==> config.mk <==
export PLATFORM = sky130hd
export DESIGN_NAME = mem_arbiter
export DESIGN_NICKNAME = d
export VERILOG_FILES = /design/src/rtl/mem_arbiter.sv
export SDC_FILE = /design/constraint.sdc
export NUM_CORES = 1
export LEC_CHECK = 0
export ABC_AREA = 1
export BUFFER_PORTS_ARGS = -buffer_cell sky130_fd_sc_hd__buf_2
export CORE_AREA = 2 2 108 110
export CTS_BUF_LIST = sky130_fd_sc_hd__clkbuf_8
export DETAILED_ROUTE_END_ITERATION = 12
export DIE_AREA = 0 0 110 112
export GPL_TIMING_DRIVEN = 0
export REMOVE_ABC_BUFFERS = 1
export SKIP_LAST_GASP = 1
export SLEW_MARGIN = 0
export SYNTH_ARGS = -nofsm -noshare
export SYNTH_HDL_FRONTEND = slang
export SYNTH_SLANG_ARGS = --single-unit
==> constraint.sdc <==
create_clock -name clk_i -period 1.1 [get_ports clk_i]
set_clock_uncertainty 0.2 [all_clocks]
set_input_delay 0.165 -clock clk_i [delete_from_list [all_inputs] [get_ports clk_i]]
set_output_delay 0.165 -clock clk_i [all_outputs]
set_load 0.02 [all_outputs]
==> src/rtl/mem_arbiter.sv <==
// -----------------------------------------------------------------------------
// mem_arbiter
//
// Shares one single-port synchronous memory between the instruction-fetch (IF)
// port and the load/store (LS) port of a core. At most one request is granted
// per cycle; the granted port's address, data and controls are steered to the
// memory, and the one-cycle-late read data / completion strobe is routed back
// to whichever port owned the transaction.
//
// Arbitration: a lone requester is granted; on a tie LS wins. With the
// optional starvation guard compiled in (define MEM_ARB_STARVE_GUARD_EN), a
// fetch that has been denied STARVE_LIMIT consecutive cycles wins the next tie.
//
// Parameters:
//   WORD_SIZE    data width in bits (multiple of 8)
//   ADDR_WIDTH   address width in bits
//   STARVE_LIMIT denied fetch cycles before fetch is forced through (>= 1)
//
// Ports:
//   clk_i, rst_ni                      clock (rising edge), async active-low reset
//   if_req_i, if_addr_i                fetch request and address
//   if_gnt_o, if_rvalid_o, if_rdata_o  fetch grant, response strobe, read data
//   ls_req_i, ls_we_i, ls_be_i,
//   ls_addr_i, ls_wdata_i              load/store request, direction, byte
//                                      enables, address, store data
//   ls_gnt_o, ls_rvalid_o, ls_rdata_o  load/store grant, response strobe, data
//   mem_req_o, mem_we_o, mem_be_o,
//   mem_addr_o, mem_wdata_o            memory access controls and write data
//   mem_rdata_i                        memory read data (cycle after mem_req_o)
// -----------------------------------------------------------------------------
module mem_arbiter #(
    parameter int WORD_SIZE    = 32,
    parameter int ADDR_WIDTH   = 32,
    parameter int STARVE_LIMIT = 8
) (
    input  logic                    clk_i,
    input  logic                    rst_ni,

    input  logic                    if_req_i,
    input  logic [ADDR_WIDTH-1:0]   if_addr_i,
    output logic                    if_gnt_o,
    output logic                    if_rvalid_o,
    output logic [WORD_SIZE-1:0]    if_rdata_o,

    input  logic                    ls_req_i,
    input  logic                    ls_we_i,
    input  logic [WORD_SIZE/8-1:0]  ls_be_i,
    input  logic [ADDR_WIDTH-1:0]   ls_addr_i,
    input  logic [WORD_SIZE-1:0]    ls_wdata_i,
    output logic                    ls_gnt_o,
    output logic                    ls_rvalid_o,
    output logic [WORD_SIZE-1:0]    ls_rdata_o,

    output logic                    mem_req_o,
    output logic                    mem_we_o,
    output logic [WORD_SIZE/8-1:0]  mem_be_o,
    output logic [ADDR_WIDTH-1:0]   mem_addr_o,
    output logic [WORD_SIZE-1:0]    mem_wdata_o,
    input  logic [WORD_SIZE-1:0]    mem_rdata_i
);

    typedef enum logic [1:0] {
        OWN_NONE = 2'd0,
        OWN_IF   = 2'd1,
        OWN_LS   = 2'd2
    } owner_e;

    owner_e owner_q, owner_d;
    logic   force_if;

`ifdef MEM_ARB_STARVE_GUARD_EN
    localparam int CNT_W = $clog2(STARVE_LIMIT + 1);

    logic [CNT_W-1:0] starve_q, starve_d;

    assign force_if = (starve_q == CNT_W'(STARVE_LIMIT));

    // Counts consecutive cycles in which fetch asked but was refused.
    // Saturates at the limit; any fetch grant or idle fetch cycle restarts it.
    always_comb begin
        starve_d = starve_q;
        if (!if_req_i || if_gnt_o) begin
            starve_d = '0;
        end else if (starve_q != CNT_W'(STARVE_LIMIT)) begin
            starve_d = starve_q + 1'b1;
        end
    end

    always_ff @(posedge clk_i or negedge rst_ni) begin
        if (!rst_ni) begin
            starve_q <= '0;
        end else begin
            starve_q <= starve_d;
        end
    end
`else
    // Without the guard LS always wins ties; STARVE_LIMIT has no effect.
    logic unused_starve_limit;
    assign unused_starve_limit = (STARVE_LIMIT != 0);
    assign force_if            = 1'b0;
`endif

    // Grants are combinational; rst_ni gates them so nothing reaches the
    // memory while reset is held.
    assign if_gnt_o  = rst_ni && if_req_i && (!ls_req_i || force_if);
    assign ls_gnt_o  = rst_ni && ls_req_i && !(if_req_i && force_if);
    assign mem_req_o = if_gnt_o | ls_gnt_o;

    // Memory-side steering. Fetch is always a full-word read. With no grant
    // the address/data simply follow the LS port (don't-care to the memory).
    always_comb begin
        mem_we_o    = 1'b0;
        mem_be_o    = '0;
        mem_addr_o  = ls_addr_i;
        mem_wdata_o = ls_wdata_i;
        if (if_gnt_o) begin
            mem_be_o   = '1;
            mem_addr_o = if_addr_i;
        end else if (ls_gnt_o) begin
            mem_we_o = ls_we_i;
            mem_be_o = ls_be_i;
        end
    end

    // Owner of the transaction whose response arrives next cycle.
    always_comb begin
        owner_d = OWN_NONE;
        if (if_gnt_o) begin
            owner_d = OWN_IF;
        end else if (ls_gnt_o) begin
            owner_d = OWN_LS;
        end
    end

    // Reset clears the owner, so an in-flight response is dropped.
    always_ff @(posedge clk_i or negedge rst_ni) begin
        if (!rst_ni) begin
            owner_q <= OWN_NONE;
        end else begin
            owner_q <= owner_d;
        end
    end

    assign if_rvalid_o = (owner_q == OWN_IF);
    assign ls_rvalid_o = (owner_q == OWN_LS);

    // Read data is broadcast; each port qualifies it with its own rvalid.
    assign if_rdata_o  = mem_rdata_i;
    assign ls_rdata_o  = mem_rdata_i;

endmodule
==> metrics.yaml <==
synth_top_cell_area_share_pct: 52.5
syn_area_mm2: 0.00139
clock_sinks: 2
grt_pass1_wl_mm: 17.6
start_util_pct: 12.4
overflow: 0
htree_levels: 1
crit_path_cell_trace: "buf_12 > inv_12 > nand3_4 > buf_12 > nand2_2 > nand2_2 > buf_6"
synth_area_leaders: "buf_4, nand2_1, nand4_1"
ant_nets: 0
antenna_found_initial: 1
nets: 397
largest_reg_flops: 2
fmax_mhz: 769
violations: "setup timing"
finalSetupTns_ns: -6.38
core_area_mm2: 0.0112
criticalPathCategory: "input pin to output pin"
hp-class: "input pin to output pin"
area.growth.synth_to_final_pct: 67.3
fillers: 1242
drt_wl_total_mm: 14.9
critical_path_buf_inv_count: 4
drv_cap: 0
wl_per_cell_um: 37.0
start_kind: "input pin"
gp_congestion: 0.898
vias: 1711
syn-instance-count: 229
grt_usage_pct: 22.8
rows: 39
finalCritPeriodShare_pct: 118
hold_viol_final: 0
slowest_delay_ns: 0.19
root_buffer: "clkbuf_8"
grt_max_degree: 18
fin_crit_ns: 1.30
fin_ws_ns: -0.201
die_x_um: 110
critPathSlowestCell: "buf_12"
dieArea_mm2: 0.0123
portBuffers: 114
die_h_um: 112
end_kind: "output pin"
avgSynthCellArea_um2: 6.06
io_pins: 275
rsz0062_at_grt: "yes"
crit_arrival_ns: 0.94
synth_top_cell_by_area: "buf_4"
drive_gt1_share_pct: 80.2
grt_pass1_vias: 1635
cts_buffer_depth: 2
cp.required_ns: 0.73
crit_family: "buffers and inverters"
place_hpwl_mm: 11.2
worstMarginPinSlew_ns: 0.152
vias_per_cell: 4.26
yosysSeqAreaShare_pct: 3.61
outcome: "finished, violations left"
cts_buffers: 3
ys_ff_latch: 2
drt_iter0_markers: 83
cts_tree: "yes"
power_density_mw_per_mm2: 608
yosysUniqueCellTypes: 11
drt_first_pass_iters: 4
drv_slew: 0
p_total_mw: 1.41
reg.largest.list: "owner_q x2"
drc_errors: 0
top_register: "owner_q"
yosysWarnings: 0
peakVddDrop_uv: 408
crit_fanout: 6
setup-violations-final: 41
p_leak_nw: 1.18
slew_headroom_pct: 89.8
-- power by group --
part           leakage [nW]  internal (mW)  switching (mW)
clock network        0.0216          0.232          0.0604
logic                  1.13          0.511           0.527
registers            0.0263         0.0775         0.00258
total                  1.18          0.820           0.590
-- stage by stage --
stage	utilization (%)	setup WS (ns)	instances	instance area [um2]	hold slack (ns)
final	20.8	-0.201	402	2320	0.130
after global routing	20.7	-0.243	401	2320	0.130
after CTS	17.8	-0.205	399	1990	0.131
after detailed placement	11.8	-1.43	375	1320	0.0507
after global placement	11.8	-1.45	375	1320	0.0549
after floorplan	-	-0.542	118	572	-0.331
-- cells in the mapped netlist --
cell,count
buf_4,97
nor2_1,3
clkbuf_1,1
inv_1,5
buf_6,3
nand3_2,1
inv_2,1
nand2_1,74
buf_2,10
nand4_1,32
dfrtp_1,2
-- layout by cell type, fill, tap and decap left out, types with 2 or more instances in the layout --
cell type	netlist	final
buf_6	3	38
buf_4	97	13
nor2_1	3	2
nand3_4	0	2
buf_12	0	5
inv_4	0	2
nand2_1	74	12
buf_16	0	3
clkbuf_8	0	3
buf_2	10	70
dfrtp_1	2	2
inv_1	5	2
nand2_4	0	25
nand2_2	0	37
nand4_1	32	32
bufbuf_16	0	2
inv_8	0	2
-- cells by family (layout without fill, tap and decap cells) --
family	count (synthesis)	after routing	synth area share (%)
other	0	1	0
flip-flops	2	2	3.61
buffers and inverters	117	145	60.4
AND/OR/NAND/NOR	110	111	36.0
-- what timing repair did --
| action | 4_1_cts | 5_1_grt |
|---|---|---|
| gates resized for setup | 120 | 87 |
| setup buffers | 13 | 1 |
| gates cloned | 7 | 1 |
| setup endpoints to repair | 44 | 42 |
| hold buffers | 1 | 0 |
| endpoints found under the hold margin | 2 | 0 |
| pin swaps | 5 | 8 |
-- metal layers --
layer	GRT usage, %	part of all wire (%)	wire [um]	vias up
met3	23.7	23	3380	31
li1	-	-	-	706
met5	4.62	0.28	41	-
met4	11.5	5.8	858	2
met2	36.1	46	6810	226
met1	17.2	25	3780	746
-- path summary, 6_finish.rpt --
| check | from | to | slack [ns] | cells after the start |
|---|---|---|---|---|
| max | ls_req_i | mem_addr_o[7] | -0.20 | 7 |
| min | mem_rdata_i[13] | ls_rdata_o[13] | 0.13 | 0 |
| max in group asynchronous | rst_ni | owner_q[1] | 0.23 | 2 |
| min in group asynchronous | rst_ni | owner_q[0] | 0.32 | 2 |
-- final cells by class --
| class | count | area, um2 | area share (%) |
|---|---|---|---|
| timing repair buffer | 134 | 1170 | 50.6 |
| multi-input combinational | 111 | 812 | 35.0 |
| clock buffer | 3 | 41.3 | 1.78 |
| timing repair inverter | 2 | 22.5 | 0.970 |
| sequential | 2 | 50.0 | 2.16 |
| inverter | 6 | 40.0 | 1.73 |
| antenna | 1 | 2.50 | 0.108 |
| tap | 143 | 179 | 7.71 |
No activity file was read; power rests on OpenSTA's default activity.
